**config.mk**
```make
export PLATFORM = sky130hd
export DESIGN_NAME = sc_to_wc_iter
export DESIGN_NICKNAME = d
export VERILOG_FILES = /design/src/rtl/sc_to_wc_iter.sv
export SDC_FILE = /design/constraint.sdc
export NUM_CORES = 1
export LEC_CHECK = 0
export CAP_MARGIN = 20
export CELL_PAD_IN_SITES_DETAIL_PLACEMENT = 0
export CELL_PAD_IN_SITES_GLOBAL_PLACEMENT = 1
export CORE_MARGIN = 2
export CORE_UTILIZATION = 40
export DETAILED_ROUTE_END_ITERATION = 7
export GPL_TIMING_DRIVEN = 1
export PLACE_DENSITY_LB_ADDON = 0.1
export SYNTH_ARGS = -nofsm -noshare
export SYNTH_HDL_FRONTEND = slang
export SYNTH_SLANG_ARGS = --single-unit
```
**constraint.sdc**
```tcl
create_clock -name clk -period 2.45 [get_ports clk]
set_input_delay 0.6125 -clock clk [delete_from_list [all_inputs] [get_ports clk]]
set_output_delay 0.6125 -clock clk [all_outputs]
set_load 0.005 [all_outputs]
```
**src/rtl/sc_to_wc_iter.sv**
```systemverilog
`default_nettype none
// ============================================================================
//  Module   : sc_to_wc_iter
//  Purpose  : Screen-to-world coordinate converter; one shared restoring
//             divider produces floor(x*2^F/res_y) then floor(y'*2^F/res_y).
//  Revision : 1.0  initial release
// ============================================================================
module sc_to_wc_iter #(
    parameter int W  = 12,
    parameter int F  = 10,
    parameter int IW = 11
) (
    input  logic          clk,
    input  logic          rst_n,
    input  logic          in_valid,
    output logic          in_ready,
    input  logic [IW-1:0] x,
    input  logic [IW-1:0] y,
    input  logic [IW-1:0] res_y,
    input  logic          flip_y,
    output logic          out_valid,
    input  logic          out_ready,
    output logic [W-1:0]  x_wc,
    output logic [W-1:0]  y_wc,
    output logic          sat,
    output logic          div_err
);

    localparam int CW = $clog2(W + 1);

    localparam logic [1:0] c_ST_IDLE  = 2'd0;
    localparam logic [1:0] c_ST_DIV_X = 2'd1;
    localparam logic [1:0] c_ST_DIV_Y = 2'd2;
    localparam logic [1:0] c_ST_DONE  = 2'd3;

    localparam logic [CW-1:0] c_LAST    = CW'(W);
    localparam logic [CW-1:0] c_FIRST   = CW'(1);
    localparam logic [W-1:0]  c_SAT_VAL = '1;

    logic [1:0]      r_state;
    logic [1:0]      w_next_state;
    logic [CW-1:0]   r_cnt;
    logic [IW-1:0]   r_x;
    logic [IW-1:0]   r_yp;
    logic [IW-1:0]   r_res;
    logic [IW:0]     r_rem;
    logic [W-1:0]    r_dq;
    logic            r_ovf;
    logic [W-1:0]    r_xq;
    logic            r_sat_x;

    logic [IW-1:0]   w_yp;
    logic [IW-1:0]   w_op;
    logic [IW+F-1:0] w_dvd;
    logic [IW:0]     w_rem_init;
    logic            w_ovf_init;
    logic [IW:0]     w_trial;
    logic            w_ge;
    logic [IW:0]     w_rem_nxt;
    logic [W-1:0]    w_q;
    logic            w_err;
    logic [W-1:0]    w_q_final;

    // ---------------------------------------------------------------- FSM
    always_ff @(posedge clk or negedge rst_n) begin
        if (!rst_n) begin
            r_state <= c_ST_IDLE;
        end else begin
            r_state <= w_next_state;
        end
    end

    always_comb begin
        w_next_state = r_state;
        case (r_state)
            c_ST_IDLE:  if (in_valid)        w_next_state = c_ST_DIV_X;
            c_ST_DIV_X: if (r_cnt == c_LAST) w_next_state = c_ST_DIV_Y;
            c_ST_DIV_Y: if (r_cnt == c_LAST) w_next_state = c_ST_DONE;
            c_ST_DONE:  if (out_ready)       w_next_state = c_ST_IDLE;
            default:                         w_next_state = c_ST_IDLE;
        endcase
    end

    always_comb begin
        in_ready  = (r_state == c_ST_IDLE);
        out_valid = (r_state == c_ST_DONE);
    end

    // ------------------------------------------------------- combinational
    always_comb begin
        w_yp = y;
        if (flip_y) begin
            w_yp = (y < res_y) ? (res_y - y - IW'(1)) : '0;
        end
    end

    // Dividend bits above the W quotient positions seed the remainder; if that
    // seed already reaches res_y the quotient cannot fit in W bits.
    assign w_op       = (r_cnt == '0) ? r_x : r_yp;
    assign w_dvd      = {w_op, {F{1'b0}}};
    assign w_rem_init = (IW + 1)'(w_dvd >> W);
    assign w_ovf_init = (w_rem_init >= {1'b0, r_res});

    assign w_trial    = {r_rem[IW-1:0], r_dq[W-1]};
    assign w_ge       = r_rem[IW] | (w_trial >= {1'b0, r_res});
    assign w_rem_nxt  = w_ge ? (w_trial - {1'b0, r_res}) : w_trial;
    assign w_q        = {r_dq[W-2:0], w_ge};
    assign w_err      = (r_res == '0);
    assign w_q_final  = (r_ovf | w_err) ? c_SAT_VAL : w_q;

    // ----------------------------------------------------------- datapath
    // r_dq holds unconsumed dividend bits at the top and quotient bits at the
    // bottom; one bit moves across per iteration.
    always_ff @(posedge clk or negedge rst_n) begin
        if (!rst_n) begin
            r_cnt   <= '0;
            r_x     <= '0;
            r_yp    <= '0;
            r_res   <= '0;
            r_rem   <= '0;
            r_dq    <= '0;
            r_ovf   <= 1'b0;
            r_xq    <= '0;
            r_sat_x <= 1'b0;
            x_wc    <= '0;
            y_wc    <= '0;
            sat     <= 1'b0;
            div_err <= 1'b0;
        end else begin
            case (r_state)
                c_ST_IDLE: begin
                    if (in_valid) begin
                        r_x   <= x;
                        r_yp  <= w_yp;
                        r_res <= res_y;
                        r_cnt <= '0;
                    end
                end
                c_ST_DIV_X: begin
                    if (r_cnt == '0) begin
                        r_rem <= w_rem_init;
                        r_dq  <= w_dvd[W-1:0];
                        r_ovf <= w_ovf_init;
                    end else begin
                        r_rem <= w_rem_nxt;
                        r_dq  <= w_q;
                    end
                    if (r_cnt == c_LAST) begin
                        r_xq    <= w_q_final;
                        r_sat_x <= r_ovf & ~w_err;
                        r_rem   <= w_rem_init;
                        r_dq    <= w_dvd[W-1:0];
                        r_ovf   <= w_ovf_init;
                        r_cnt   <= c_FIRST;
                    end else begin
                        r_cnt <= r_cnt + c_FIRST;
                    end
                end
                c_ST_DIV_Y: begin
                    r_rem <= w_rem_nxt;
                    r_dq  <= w_q;
                    r_cnt <= r_cnt + c_FIRST;
                    if (r_cnt == c_LAST) begin
                        x_wc    <= r_xq;
                        y_wc    <= w_q_final;
                        sat     <= r_sat_x | (r_ovf & ~w_err);
                        div_err <= w_err;
                    end
                end
                default: begin
                end
            endcase
        end
    end

endmodule
`default_nettype wire

```
==> results <==
per-layer routing:
metal,part of all wire (%),wire length (um)
met2,50,8640
met1,44,7690
met4,3.1,536
met3,3.0,513
met5,0,0
synth_stat cells (11+ instances only):
library cell / count / area share (%)
dfrtp_1: 103 / 41
nand2_1: 100 / 6.0
o21ai_0: 65 / 5.2
inv_1: 63 / 3.8
nor2_1: 55 / 3.3
ha_1: 48 / 9.7
a21oi_1: 38 / 3.1
clkbuf_1: 25 / 1.5
mux2_2: 14 / 2.5
o22ai_1: 14 / 1.4
nand2b_1: 13 / 1.3
mux2i_1: 12 / 1.9
nor3_1: 12 / 0.97
xnor2_1: 11 / 1.6
path summary, 6_finish.rpt:
| check | slack [ns] | end | depth (start not counted) |
|---|---|---|---|
| max in group asynchronous | 1.64 | r_xq[4] | 2 |
| setup / recovery | -0.06 | r_ovf | 12 |
| min in group clk | 0.48 | y_wc[2] | 2 |
| hold / removal | 0.23 | x_wc[9] | 1 |
| hold reg to reg | 0.48 | y_wc[2] | 2 |
| setup reg to reg | -0.06 | r_ovf | 12 |
logic make-up (layout without fill, tap and decap cells):
kind of cell,Yosys count,in the layout
simple gates,219,219
compound gates,192,193
flops,103,103
buf+inv,96,287
fa+ha+maj,50,50
mux,26,26
xor+xnor,14,14
sequential cells by signal, summed over array words and instances, names as in the netlist:
register and count:
r_rem 12, sat 1, r_xq 12, r_cnt 4, r_yp 11, r_state 2, y_wc 12, r_x 11
x_wc 12, div_err 1, r_sat_x 1, r_res 11, r_dq 12, r_ovf 1
final cells by class:
type,count,area (um2)
timing repair buffer,207,1810
inverter,64,240
multi-input combinational,502,3720
fill,1337,6320
clock buffer,10,229
clock inverter,6,72.6
tap,188,235
sequential,103,2580
critical path: stages, from the launching register on:
cell	delay (ns)
dfrtp_1	0.40
inv_2	0.08
ha_4	0.14
or3b_4	0.39
buf_12	0.16
mux2i_4	0.18
inv_2	0.08
ha_4	0.19
a211o_1	0.28
o221ai_2	0.14
a21oi_1	0.08
nor3_2	0.18
o21ai_1	0.08
where the power goes:
| group | total [mW] | internal [mW] | switching, mW |
|---|---|---|---|
| Combinational | 7.19 | 3.57 | 3.63 |
| Clock | 1.48 | 0.810 | 0.673 |
| Sequential | 2.53 | 2.14 | 0.383 |
per-stage QoR:
step	setup slack [ns]	setup TNS [ns]
6_report	-0.0623	-0.0623
3_3_place_gp	-0.614	-6.48
5_1_grt	-0.169	-0.472
2_1_floorplan	-0.0161	-0.0161
4_1_cts	-0.107	-0.107
3_5_place_dp	-0.649	-6.78
timing repair:
action,CTS,global route
hold buffers,0,0
gates resized for setup,62,46
endpoints found under the setup margin,19,21
pin swaps,25,25
setup buffers,10,5
hold endpoints to repair,0,0
cloned,1,1
==> impl_metrics.json <==
{
  "gr-total-overflow": 0,
  "yosys-mux-area-fraction_pct": 4.47,
  "cts_tree": "done",
  "rr_startpoint": "r_cnt[0]",
  "relSlewSlack_pct": 61.3,
  "grtUsageMet3_pct": 2.83,
  "nets": 975,
  "final-max-slew-violation-count": 0,
  "final_common_cell": "buf_4",
  "ys_seq_elements": 103,
  "clk_latency_ns": 0.35,
  "p_leak_nw": 4.16,
  "antenna_cells": 0,
  "drtIter0Drc": 314,
  "grt_max_degree": 43,
  "synthCells": 700,
  "dr.pass1.iters": 7,
  "arrival_ns": 2.75,
  "htree_levels": 3,
  "synthXorXnorAreaFrac_pct": 1.97,
  "coreArea_um2": 15200,
  "p_per_area_nw_per_um2": 1260,
  "final_cell_area_um2": 8880,
  "fin_crit_sh_pct": 103,
  "busiest_layer": "met2",
  "syn_nets": 788,
  "dp_hpwl_um": 12900,
  "layout_common_cells": "buf_4 (135), dfrtp_1 (102), nand2_1 (97), o21ai_0 (58), nor2_1 (52)",
  "ir_worst_vdd_mv": 0.553,
  "use_met1_pct": 27.4,
  "async_flop_share_pct": 100,
  "yosys_warnings": 0,
  "io_buffers": 65,
  "power_mw": 11.2,
  "syn_area_um2": 6210,
  "finalNonFillerCells": 1080,
  "run_status": "finished with violations",
  "synth_cell_type_count": 70,
  "grt_util_met2_pct": 36.7,
  "wl_um": 17400,
  "initial_utilization_pct": 40.9,
  "startpoint": "r_cnt[0]",
  "hold_viol": 0,
  "setup_violations": 1,
  "yosys.area_share.simple_pct": 15.9,
  "clock_path_buffers": 2,
  "min_period_ns": 2.51,
  "synth_fa_ha_area_share_pct": 10.3,
  "rsz0062_at_grt": "yes",
  "synth_edf_count": 0,
  "track_usage_pct": 21.5,
  "first_global_vias": 5664,
  "cp-end-kind": "flip-flop",
  "critPathMaxFanout": 6,
  "holdWs_ns": 0.233,
  "path_clk_slew_ns": 0.07,
  "final.setup_skew_ns": 0.0100,
  "drc": 0,
  "ys_seq_area_share_pct": 41.5,
  "cts_sinks": 103,
  "root_buffer": "clkbuf_16",
  "dp.cells": 1047,
  "vias": 5710,
  "fmaxAchievable_ghz": 0.398,
  "dieArea_um2": 16500,
  "utilization_pct": 58.4,
  "synth_compound_area_share_pct": 19.8,
  "area_growth_pct": 42.9,
  "vias_per_cell": 5.29,
  "rows": 45,
  "dieWidth_um": 129,
  "cp.required_ns": 2.68,
  "place_congestion": 0.891,
  "tightest_slew_ns": 0.579,
  "synth-main-ff-cell": "dfrtp_1",
  "dieHeight_um": 129,
  "setup_ws_ns": -0.0623,
  "dpl_cell_area_um2": 7970,
  "cts_buffers": 9,
  "hold_path.class": "in2async",
  "layout-drive-gt1-share_pct": 28.1,
  "synth_area_per_cell_um2": 8.88,
  "wire_per_inst_um": 16.1,
  "start_kind": "flip-flop",
  "crit_type": "reg2reg",
  "maxCapViolCount": 0,
  "ant_nets": 0,
  "violations": "negative setup slack",
  "synth_top_family_by_area": "compound AO/OA/AOI/OAI gates",
  "grt_pass1_wl_um": 28100,
  "antenna_found_initial": 0,
  "io_pins": 66
}
(Power assumes the default switching activity.)
==> RTL change (same flow settings) <==
Register the output `div_err` once more; this adds one clock of latency there. The other outputs are not delayed to match.
--- a/src/rtl/sc_to_wc_iter.sv
+++ b/src/rtl/sc_to_wc_iter.sv
@@ -37,4 +37,6 @@
     localparam logic [CW-1:0] c_FIRST   = CW'(1);
     localparam logic [W-1:0]  c_SAT_VAL = '1;
+
+    logic div_err_s0;
 
     logic [1:0]      r_state;
@@ -126,5 +128,5 @@
             y_wc    <= '0;
             sat     <= 1'b0;
-            div_err <= 1'b0;
+            div_err_s0 <= 1'b0;
         end else begin
             case (r_state)
@@ -165,5 +167,5 @@
                         y_wc    <= w_q_final;
                         sat     <= r_sat_x | (r_ovf & ~w_err);
-                        div_err <= w_err;
+                        div_err_s0 <= w_err;
                     end
                 end
@@ -174,4 +176,8 @@
     end
 
+    always_ff @(posedge clk) begin
+        div_err <= div_err_s0;
+    end
+
 endmodule
 `default_nettype wire
Behaviour: no difference found for any inputs over 10 cycles, from zero or initial values and one cycle with rst_n low; that may be too few to reach the edited logic, so the function may still have changed.
==> RTL change against the unedited design <==
The flow still finishes with violations (setup timing). Area after synthesis increased by 0.32%. Wire length decreased by 4.8%. Sequential cell count increased by 1. Synthesized cell count increased by 0.14%. Sequential share of layout area increased by 0.88 points. Cell area decreased by 2.2%. Setup slack improved by 0.0049 ns. Total power decreased by 4.0%. Via count decreased by 2.6%. Critical path type unchanged. Largest cell class unchanged. Highest routed layer unchanged.
==> RTL change: results (changes against the unedited design) <==
----------------------------------------------------
[Routing]
  Final wirelength ... 16.5 mm (-4.8%)
  Iteration-0 DRC Markers ... 286 (-8.9%)
  M1 WL ... 7.45 mm (-3.1%)
  Number of optimization iterations in the first detailed-route pass ... 4 (-3)
  Met3 Wirelength ... 503 um (-1.9%)
  Via/cell ratio ... 5.22 (-1.2%)
  Routed wl met2 ... 8.21 mm (-5.0%)

[Logic synthesis]
  Top post-synthesis cells by area ... sky130_fd_sc_hd__dfrtp_1 41%, sky130_fd_sc_hd__ha_1 9.6%, sky130_fd_sc_hd__nand2_1 6.0%
  Count of cell types in the netlist ... 71 (+1.4%)
  Sequential element share of the synthesized area ... 0.417 (+0.00188)
  Syn nets ... 789 (+0.13%)
  Proportion of register bits with asynchronous set or reset after synthesis ... 0.990 (-0.00962)
  Synthesized area per cell ... 8.89 um^2 (+0.18%)

[Worst setup path]
  Category of cells accounting for the largest share of critical-path delay ... simple AND/OR/NAND/NOR gates
  Cell with the biggest individual delay on the critical path ... sky130_fd_sc_hd__or3b_4
  Highest net fanout along the worst path ... 8 (+2)
  Crit-path max cell delay ... 0.48 ns (+0.08 ns)
  Count of cells along the worst register-to-register path ... 11 (-1)

[Status]
  Violated checks ... setup timing
  Outcome ... complete, but fails checks

[Placement]
  IO buf count ... 65 (unchanged)
  HPWL after detailed placement ... 12.4 mm (-3.6%)
  Worst setup slack before clock tree synthesis ... -0.624 ns (+0.0250 ns)
  DP Area ... 7900 um^2 (-0.91%)
  Weighted congestion reported at the end of routability-driven placement ... 0.960 (+7.8%)
  Count of placed standard cells including taps ... 1,039 (-0.76%)

[Timing]
  Worst hold slack across all endpoints ... 0.307 ns (+0.0740 ns)
  Setup TNS after final layout ... -0.0574 ns (+0.00491 ns)
  Worst setup margin ... -0.0574 ns (+0.00491 ns)
  Total setup violations reported at the end of the flow ... 1 (unchanged)
  Largest clock skew in the final design ... 0.00608 ns (-0.00391 ns)

[Layout]
  Number of standard cells in the layout, taps in and fillers out ... 1,065 (-1.4%)
  Layout cell share with drive strength beyond 1 ... 0.254 (-0.0271)
  Total number of nets in the final design ... 960 (-1.5%)
  Final antenna diode count ... 0 (unchanged)

[Power]
  Worst supply voltage drop on vdd ... 0.565 mV (+2.3%)
  Total net switching power ... 4.46 mW (-4.7%)
  Leak Pwr ... 4.13 nW (-0.74%)

[Global route]
  Global Route met2 Usage ... 0.370 (+0.00304)
  Wire length of the first global-routing pass ... 27.5 mm (-2.4%)
  Met3 Use GR ... 0.0212 (-0.00707)
  Total Routing Usage GR ... 0.208 (-0.00751)
  M1 GR Usage ... 0.261 (-0.0128)
  Pin count of the biggest net entering global routing ... 104 (+140%)
  Number of global-route vias before repair ... 5,685 (+0.37%)

[Clocking]
  Count of H-tree levels built during CTS ... 3 (unchanged)

----------------------------------------------------
## RTL change: kinds of logic (layout without fill, tap and decap cells)
group | after synthesis | in the layout | share of synthesized area
simple gates | 219 | 219 | 0.159
fa+ha+maj | 50 | 50 | 0.103
flops | 104 | 104 | 0.417
mux | 26 | 26 | 0.0446
xor+xnor | 14 | 14 | 0.0197
compound gates | 192 | 192 | 0.197
buf+inv | 96 | 272 | 0.0606
## RTL change: layout make-up
type | count | area [um^2]
Tap cell | 188 | 235
Clock buffer | 10 | 229
Inverter | 64 | 240
Sequential cell | 104 | 2600
Multi-Input combinational cell | 501 | 3610
Fill cell | 1370 | 6520
Clock inverter | 6 | 90.1
Timing Repair Buffer | 192 | 1680
## RTL change: power by group through the flow
stage | clock network, mW | registers [mW] | logic [mW]
after floorplan | 0 | 2.40 | 3.84
after global placement | 0 | 2.52 | 5.99
after detailed placement | 0 | 2.52 | 6.09
after CTS | 1.61 | 2.50 | 6.32
after global routing | 1.67 | 2.57 | 7.36
final | 1.58 | 2.51 | 6.66
## RTL change: timing repair
item	CTS	global route
gates resized for setup	37	53
setup buffers	4	7
setup endpoints to repair	19	19
pin swaps	16	26
## RTL change: worst register-to-register path, stage by stage, from the launching register on
cell and delay, ns:
sky130_fd_sc_hd__dfrtp_1 0.40, sky130_fd_sc_hd__inv_2 0.09, sky130_fd_sc_hd__ha_4 0.15, sky130_fd_sc_hd__or3b_4 0.48
sky130_fd_sc_hd__mux2i_2 0.23, sky130_fd_sc_hd__inv_1 0.10, sky130_fd_sc_hd__ha_4 0.22, sky130_fd_sc_hd__a211o_1 0.26
sky130_fd_sc_hd__o221ai_1 0.15, sky130_fd_sc_hd__a21oi_1 0.08, sky130_fd_sc_hd__nor3_2 0.17, sky130_fd_sc_hd__o21ai_1 0.08
